$ cat src/rtl/hazard_if.sv
// Hazard controller signal bundle: ID/EX/MEM hazard inputs and pipeline enable outputs.
// The pipeline side drives through master; hazard_ctrl connects as slave.
interface hazard_if;
  logic [3:0]  ID_RegRs;
  logic [3:0]  ID_RegRt;
  logic        ID_UseRs;
  logic        ID_UseRt;
  logic        ID_MemWrite;
  logic        ID_BranchReg;
  logic        branch_taken;
  logic        EX_MemRead;
  logic        EX_RegWrite;
  logic [3:0]  EX_RegRd;
  logic        MEM_MemRead;
  logic [3:0]  MEM_RegRd;
  logic        IF_halt;
  logic        mem_busy;
  logic        PC_write;
  logic        IF_ID_write;
  logic        IF_ID_flush;
  logic        ID_EX_bubble;
  logic        pipe_write;
  logic        halted;
  logic [15:0] stall_cycles;

  modport master (
    output ID_RegRs, ID_RegRt, ID_UseRs, ID_UseRt, ID_MemWrite, ID_BranchReg, branch_taken,
           EX_MemRead, EX_RegWrite, EX_RegRd, MEM_MemRead, MEM_RegRd, IF_halt, mem_busy,
    input  PC_write, IF_ID_write, IF_ID_flush, ID_EX_bubble, pipe_write, halted, stall_cycles
  );

  modport slave (
    input  ID_RegRs, ID_RegRt, ID_UseRs, ID_UseRt, ID_MemWrite, ID_BranchReg, branch_taken,
           EX_MemRead, EX_RegWrite, EX_RegRd, MEM_MemRead, MEM_RegRd, IF_halt, mem_busy,
    output PC_write, IF_ID_write, IF_ID_flush, ID_EX_bubble, pipe_write, halted, stall_cycles
  );
endinterface

$ cat src/rtl/hazard_ctrl.sv
// Pipeline hazard/sequencing controller: load-use and BR-register stalls, branch flush,
// memory freeze, HLT drain and a saturating stall-cycle counter.
module hazard_ctrl (
  input logic    clk,
  input logic    rst,
  hazard_if.slave hz
);

  typedef enum logic [1:0] {StRun, StDrain, StHalted} state_e;

  state_e      state_q, state_d;
  logic [2:0]  cnt_q, cnt_d;
  logic [15:0] stall_cnt_q, stall_cnt_d;
  logic        load_use, br_dep, stall;

  // Register 0 is hardwired, so a zero destination never creates a dependency.
  always_comb begin
    load_use = hz.EX_MemRead && (hz.EX_RegRd != 4'd0) &&
               ((hz.ID_UseRs && (hz.EX_RegRd == hz.ID_RegRs)) ||
                (hz.ID_UseRt && !hz.ID_MemWrite && (hz.EX_RegRd == hz.ID_RegRt)));
    br_dep   = hz.ID_BranchReg &&
               ((hz.EX_RegWrite && (hz.EX_RegRd != 4'd0) && (hz.EX_RegRd == hz.ID_RegRs)) ||
                (hz.MEM_MemRead && (hz.MEM_RegRd != 4'd0) && (hz.MEM_RegRd == hz.ID_RegRs)));
    stall    = load_use || br_dep;
  end

  always_ff @(posedge clk or posedge rst) begin
    if (rst) begin
      state_q     <= StRun;
      cnt_q       <= 3'd0;
      stall_cnt_q <= 16'd0;
    end else begin
      state_q     <= state_d;
      cnt_q       <= cnt_d;
      stall_cnt_q <= stall_cnt_d;
    end
  end

  always_comb begin
    state_d = state_q;
    cnt_d   = cnt_q;
    unique case (state_q)
      StRun: begin
        // A flushed or stalled HLT is not yet committed to the drain.
        if (hz.IF_halt && !hz.mem_busy && !stall && !hz.branch_taken) begin
          state_d = StDrain;
          cnt_d   = 3'd4;
        end
      end
      StDrain: begin
        if (!hz.mem_busy) begin
          cnt_d = cnt_q - 3'd1;
          if (cnt_q == 3'd1) state_d = StHalted;
        end
      end
      StHalted: state_d = StHalted;
      default:  state_d = StRun;
    endcase
  end

  always_comb begin
    stall_cnt_d = stall_cnt_q;
    if ((state_q != StHalted) && (stall || hz.mem_busy) && (stall_cnt_q != 16'hFFFF)) begin
      stall_cnt_d = stall_cnt_q + 16'd1;
    end
  end

  always_comb begin
    hz.PC_write     = 1'b1;
    hz.IF_ID_write  = 1'b1;
    hz.IF_ID_flush  = 1'b0;
    hz.ID_EX_bubble = 1'b0;
    hz.pipe_write   = 1'b1;
    if (hz.mem_busy || (state_q == StHalted)) begin
      hz.PC_write    = 1'b0;
      hz.IF_ID_write = 1'b0;
      hz.pipe_write  = 1'b0;
    end else if (stall) begin
      // Branch outcome is ignored here: its operand is not yet available.
      hz.PC_write     = 1'b0;
      hz.IF_ID_write  = 1'b0;
      hz.ID_EX_bubble = 1'b1;
    end else if (state_q == StDrain) begin
      hz.PC_write    = 1'b0;
      hz.IF_ID_flush = 1'b1;
    end else if (hz.branch_taken) begin
      hz.IF_ID_flush = 1'b1;
    end
  end

  assign hz.halted       = (state_q == StHalted);
  assign hz.stall_cycles = stall_cnt_q;

endmodule

$ cat src/flat_wrapper.sv
// flat-port wrapper written by rule: the top's interface ports become plain ports
module hazard_ctrl_flat 
  (clk, rst, hz_ID_RegRs, hz_ID_RegRt, hz_ID_UseRs, hz_ID_UseRt, hz_ID_MemWrite, hz_ID_BranchReg, hz_branch_taken, hz_EX_MemRead, hz_EX_RegWrite, hz_EX_RegRd, hz_MEM_MemRead, hz_MEM_RegRd, hz_IF_halt, hz_mem_busy, hz_PC_write, hz_IF_ID_write, hz_IF_ID_flush, hz_ID_EX_bubble, hz_pipe_write, hz_halted, hz_stall_cycles);
  hazard_if hz_i ();
  input logic clk;
  input logic rst;
  input wire logic [$bits(hz_i.ID_RegRs)-1:0] hz_ID_RegRs;
  input wire logic [$bits(hz_i.ID_RegRt)-1:0] hz_ID_RegRt;
  input wire logic [$bits(hz_i.ID_UseRs)-1:0] hz_ID_UseRs;
  input wire logic [$bits(hz_i.ID_UseRt)-1:0] hz_ID_UseRt;
  input wire logic [$bits(hz_i.ID_MemWrite)-1:0] hz_ID_MemWrite;
  input wire logic [$bits(hz_i.ID_BranchReg)-1:0] hz_ID_BranchReg;
  input wire logic [$bits(hz_i.branch_taken)-1:0] hz_branch_taken;
  input wire logic [$bits(hz_i.EX_MemRead)-1:0] hz_EX_MemRead;
  input wire logic [$bits(hz_i.EX_RegWrite)-1:0] hz_EX_RegWrite;
  input wire logic [$bits(hz_i.EX_RegRd)-1:0] hz_EX_RegRd;
  input wire logic [$bits(hz_i.MEM_MemRead)-1:0] hz_MEM_MemRead;
  input wire logic [$bits(hz_i.MEM_RegRd)-1:0] hz_MEM_RegRd;
  input wire logic [$bits(hz_i.IF_halt)-1:0] hz_IF_halt;
  input wire logic [$bits(hz_i.mem_busy)-1:0] hz_mem_busy;
  output wire logic [$bits(hz_i.PC_write)-1:0] hz_PC_write;
  output wire logic [$bits(hz_i.IF_ID_write)-1:0] hz_IF_ID_write;
  output wire logic [$bits(hz_i.IF_ID_flush)-1:0] hz_IF_ID_flush;
  output wire logic [$bits(hz_i.ID_EX_bubble)-1:0] hz_ID_EX_bubble;
  output wire logic [$bits(hz_i.pipe_write)-1:0] hz_pipe_write;
  output wire logic [$bits(hz_i.halted)-1:0] hz_halted;
  output wire logic [$bits(hz_i.stall_cycles)-1:0] hz_stall_cycles;
  assign hz_i.ID_RegRs = hz_ID_RegRs;
  assign hz_i.ID_RegRt = hz_ID_RegRt;
  assign hz_i.ID_UseRs = hz_ID_UseRs;
  assign hz_i.ID_UseRt = hz_ID_UseRt;
  assign hz_i.ID_MemWrite = hz_ID_MemWrite;
  assign hz_i.ID_BranchReg = hz_ID_BranchReg;
  assign hz_i.branch_taken = hz_branch_taken;
  assign hz_i.EX_MemRead = hz_EX_MemRead;
  assign hz_i.EX_RegWrite = hz_EX_RegWrite;
  assign hz_i.EX_RegRd = hz_EX_RegRd;
  assign hz_i.MEM_MemRead = hz_MEM_MemRead;
  assign hz_i.MEM_RegRd = hz_MEM_RegRd;
  assign hz_i.IF_halt = hz_IF_halt;
  assign hz_i.mem_busy = hz_mem_busy;
  assign hz_PC_write = hz_i.PC_write;
  assign hz_IF_ID_write = hz_i.IF_ID_write;
  assign hz_IF_ID_flush = hz_i.IF_ID_flush;
  assign hz_ID_EX_bubble = hz_i.ID_EX_bubble;
  assign hz_pipe_write = hz_i.pipe_write;
  assign hz_halted = hz_i.halted;
  assign hz_stall_cycles = hz_i.stall_cycles;
  hazard_ctrl u_core (.clk(clk), .rst(rst), .hz(hz_i));
endmodule
$ cat config.mk
export PLATFORM = sky130hd
export DESIGN_NAME = hazard_ctrl_flat
export DESIGN_NICKNAME = d
export VERILOG_FILES = /design/src/rtl/hazard_if.sv /design/src/rtl/hazard_ctrl.sv /design/src/flat_wrapper.sv
export SDC_FILE = /design/constraint.sdc
export NUM_CORES = 1
export LEC_CHECK = 0
export ABC_AREA = 1
export CAP_MARGIN = 40
export CORE_ASPECT_RATIO = 1.25
export CORE_MARGIN = 2
export CORE_UTILIZATION = 45
export DETAILED_ROUTE_END_ITERATION = 8
export PLACE_DENSITY_LB_ADDON = 0.3
export SLEW_MARGIN = 20
export SYNTH_ARGS = -nofsm -noshare
export SYNTH_HDL_FRONTEND = slang
export SYNTH_SLANG_ARGS = --single-unit
$ cat constraint.sdc
create_clock -name clk -period 2.3 [get_ports clk]
set_input_delay 0.46 -clock clk [delete_from_list [all_inputs] [get_ports clk]]
set_output_delay 0.46 -clock clk [all_outputs]
set_load 0.01 [all_outputs]
==> out/results.tsv <==
metric	value	unit
clk_path_buf_depth	2	
syn_avg_cell_area	6.65	um^2
synth_fa_ha_area_share	4.61	%
synth_area_leader_cell	dfrtp_1	
cts_tree	yes	
grt_overflow	0	
ys_warn_count	0	
crit_top_cell	nand2_1	
min_period	2.25	ns
nets	341	
synth_top_family_by_area	simple AND/OR/NAND/NOR gates	
grt_pass1_wl	6.65	mm
postLayoutCoreUtil	65.7	%
skew	0.00358	ns
antenna_cells	0	
synthMuxAreaShare	0	%
cp_top_family	buffers and inverters	
portBuffers	49	
core_area	3480	um^2
num_io_pins	50	
dr.pass1.iters	4	
yosys-top-cells-area	dfrtp_1, nand2_1, inv_1	
root_buffer	clkbuf_8	
clk_latency	0.27	ns
synth_fp_nets	279	
slew_headroom	58.6	%
start_util	46.8	%
route.detailed.drc	0	
gp_congestion	0.970	
finalHoldViolCount	0	
area_growth	40.5	%
htree_levels	1	
std_cell_rows	24	
max_freq	445	MHz
grt_pass1_vias	1590	
fillers	298	
viasPerCell	4.90	
final_cells	345	
yosysTopAreaCellShare	32.3	%
critPathLaunch	hz_ID_RegRt[3]	
die_area	4120	um^2
crit_arrival	1.79	ns
peakVddDrop	531	uV
status	finished, final reports clean	
critPathCaptureType	output port	
worstMarginPinSlew	0.615	ns
min-delay-start	u_core.cnt_q[1]	
wl_per_cell	11.5	um
seqCellArea	526	um^2
max_stage_delay	0.47	ns
antenna_found_initial	0	
p_per_area	713	nW/um^2
multi_input_area	966	um^2
antenna_left	0	
via_count	1692	
worstPathRequired	1.84	ns
grtUsageTotal	20.2	%
grt_max_degree	22	
cp_slowest_cell	clkdlybuf4s50_1	
drive_gt1_share	12.7	%
synth_simple_gate_area_share	39.6	%
cp_max_fo	3	
holdBufCountCts	0	
critPathBufInv	4	
r2r_start	u_core.hz.stall_cycles[0]	
finalSetupViolCount	0	
ys_seq_area_share	32.3	%
synth_compound_area_share	4.22	%
maxCapViolations	0	
ys_ff_latch	21	
crit_path_start_kind	primary input	
drtIter0Drc	42	
slew_viol_final	0	
path_clk_slew	0.08	ns
cts_buffers	3	
dpl.hpwl	3.07	mm
p_leak	0.00121	uW
dp_slack	-0.437	ns
fin_ws	0.0538	ns
die_y	71.3	um
dp_cells	339	
synthDistinctLibCells	24	
routed_wl	3.97	mm
die_x	57.8	um
path_cells	clkdlybuf4s50_1, inv_1, nand2_1, nand2_1, nor2_2, nand3_1, nand2_1, nand2_2, nand2_4, inv_2, nor2_1, buf_2	
synth_cells	245	
clkSinkCount	21	
syn-cell-area	1630	um^2
worstHoldPathType	register to register	
fin_hold_ws	0.503	ns
synth_xor_area_share	9.60	%
finalCritPeriodShare	97.7	%
crit_type	primary input to output port	
metrics by stage:
stage | total power, uW | cell area [um^2] | TNS, ns
detailed placement | 1410 | 2220 | -2.09
CTS | 1640 | 2250 | 0
finish | 1630 | 2290 | 0
global route | 1770 | 2290 | -0.0819
floorplan | 1070 | 1630 | 0
global placement | 1390 | 2220 | -1.64
cells in the mapped netlist:
cell / number
o21a_1: 1
dfrtp_1: 21
nor3_2: 1
ha_1: 6
nand3_1: 15
nor4_1: 2
xnor2_2: 1
nor3_1: 4
a31oi_1: 1
a21boi_0: 2
o21ai_2: 4
nand2_1: 100
xnor2_1: 8
nand3b_1: 1
a21oi_1: 1
nand2_2: 3
inv_1: 32
nor2_2: 3
buf_6: 2
nor2_1: 22
xor2_1: 8
inv_2: 2
nand4_1: 4
buf_4: 1
layout make-up:
type	count	area share (%)
sequential	21	23.0
inverter	34	5.58
clock buffer	4	1.97
tap	39	2.13
timing repair buffer	60	25.2
multi-input combinational	187	42.2
path summary, 6_finish.rpt:
check	depth (start not counted)	slack [ns]	to
max	12	0.05	hz_ID_EX_bubble
min	2	0.50	u_core.cnt_q[1]
max reg2reg	10	0.41	u_core.hz.stall_cycles[11]
min reg2reg	2	0.50	u_core.cnt_q[1]
max in group asynchronous	3	1.56	u_core.hz.stall_cycles[14]
min in group asynchronous	3	0.53	u_core.state_q[1]
flip-flops by register name (all words and copies together) (netlist names):
register                count
u_core.cnt_q                3
u_core.state_q              2
u_core.hz.stall_cycles     16
cell usage in the layout (no fill, tap or decap), drive strengths merged:
master / instances
a21boi: 2
clkbuf: 5
a21oi: 1
nor3: 5
xnor2: 9
nor2: 25
o21ai: 4
nand3: 15
nor4: 2
buf: 13
ha: 6
inv: 34
dlymetal6s2s: 6
clkdlybuf4s50: 31
clkdlybuf4s15: 1
dlygate4sd2: 8
nand2: 103
nand3b: 1
a31oi: 1
dfrtp: 21
xor2: 8
nand4: 4
o21a: 1
worst min-delay path, cell delays in order, from the launching register on:
cell and delay [ns]:
dfrtp_1 0.36, nand2_1 0.05, nand2_1 0.06
metal layers:
| layer | part of all wire [%] | track usage (%) | wire [um] |
|---|---|---|---|
| met1 | 43 | 24.2 | 1700 |
| met2 | 50 | 35.5 | 1980 |
| met3 | 5.5 | 2.71 | 220 |
| met4 | 2.0 | 9.04 | 79 |
| met5 | 0 | 0 | 0 |
report_power, final:
part	leakage [uW]	internal (uW)	switching (uW)
clock network	0.0000228	124	123
registers	0.000280	453	102
logic	0.000911	396	434
what timing repair did:
action,4_1_cts,5_1_grt
buffers inserted,0,2
pin swaps,4,13
resized for setup,22,15
setup endpoints to repair,4,4
cell families after synthesis:
| group | after synthesis |
|---|---|
| simple gates | 155 |
| buf+inv | 37 |
| flops | 21 |
| xor+xnor | 17 |
| compound gates | 9 |
| fa+ha+maj | 6 |
(Power assumes the default switching activity.)
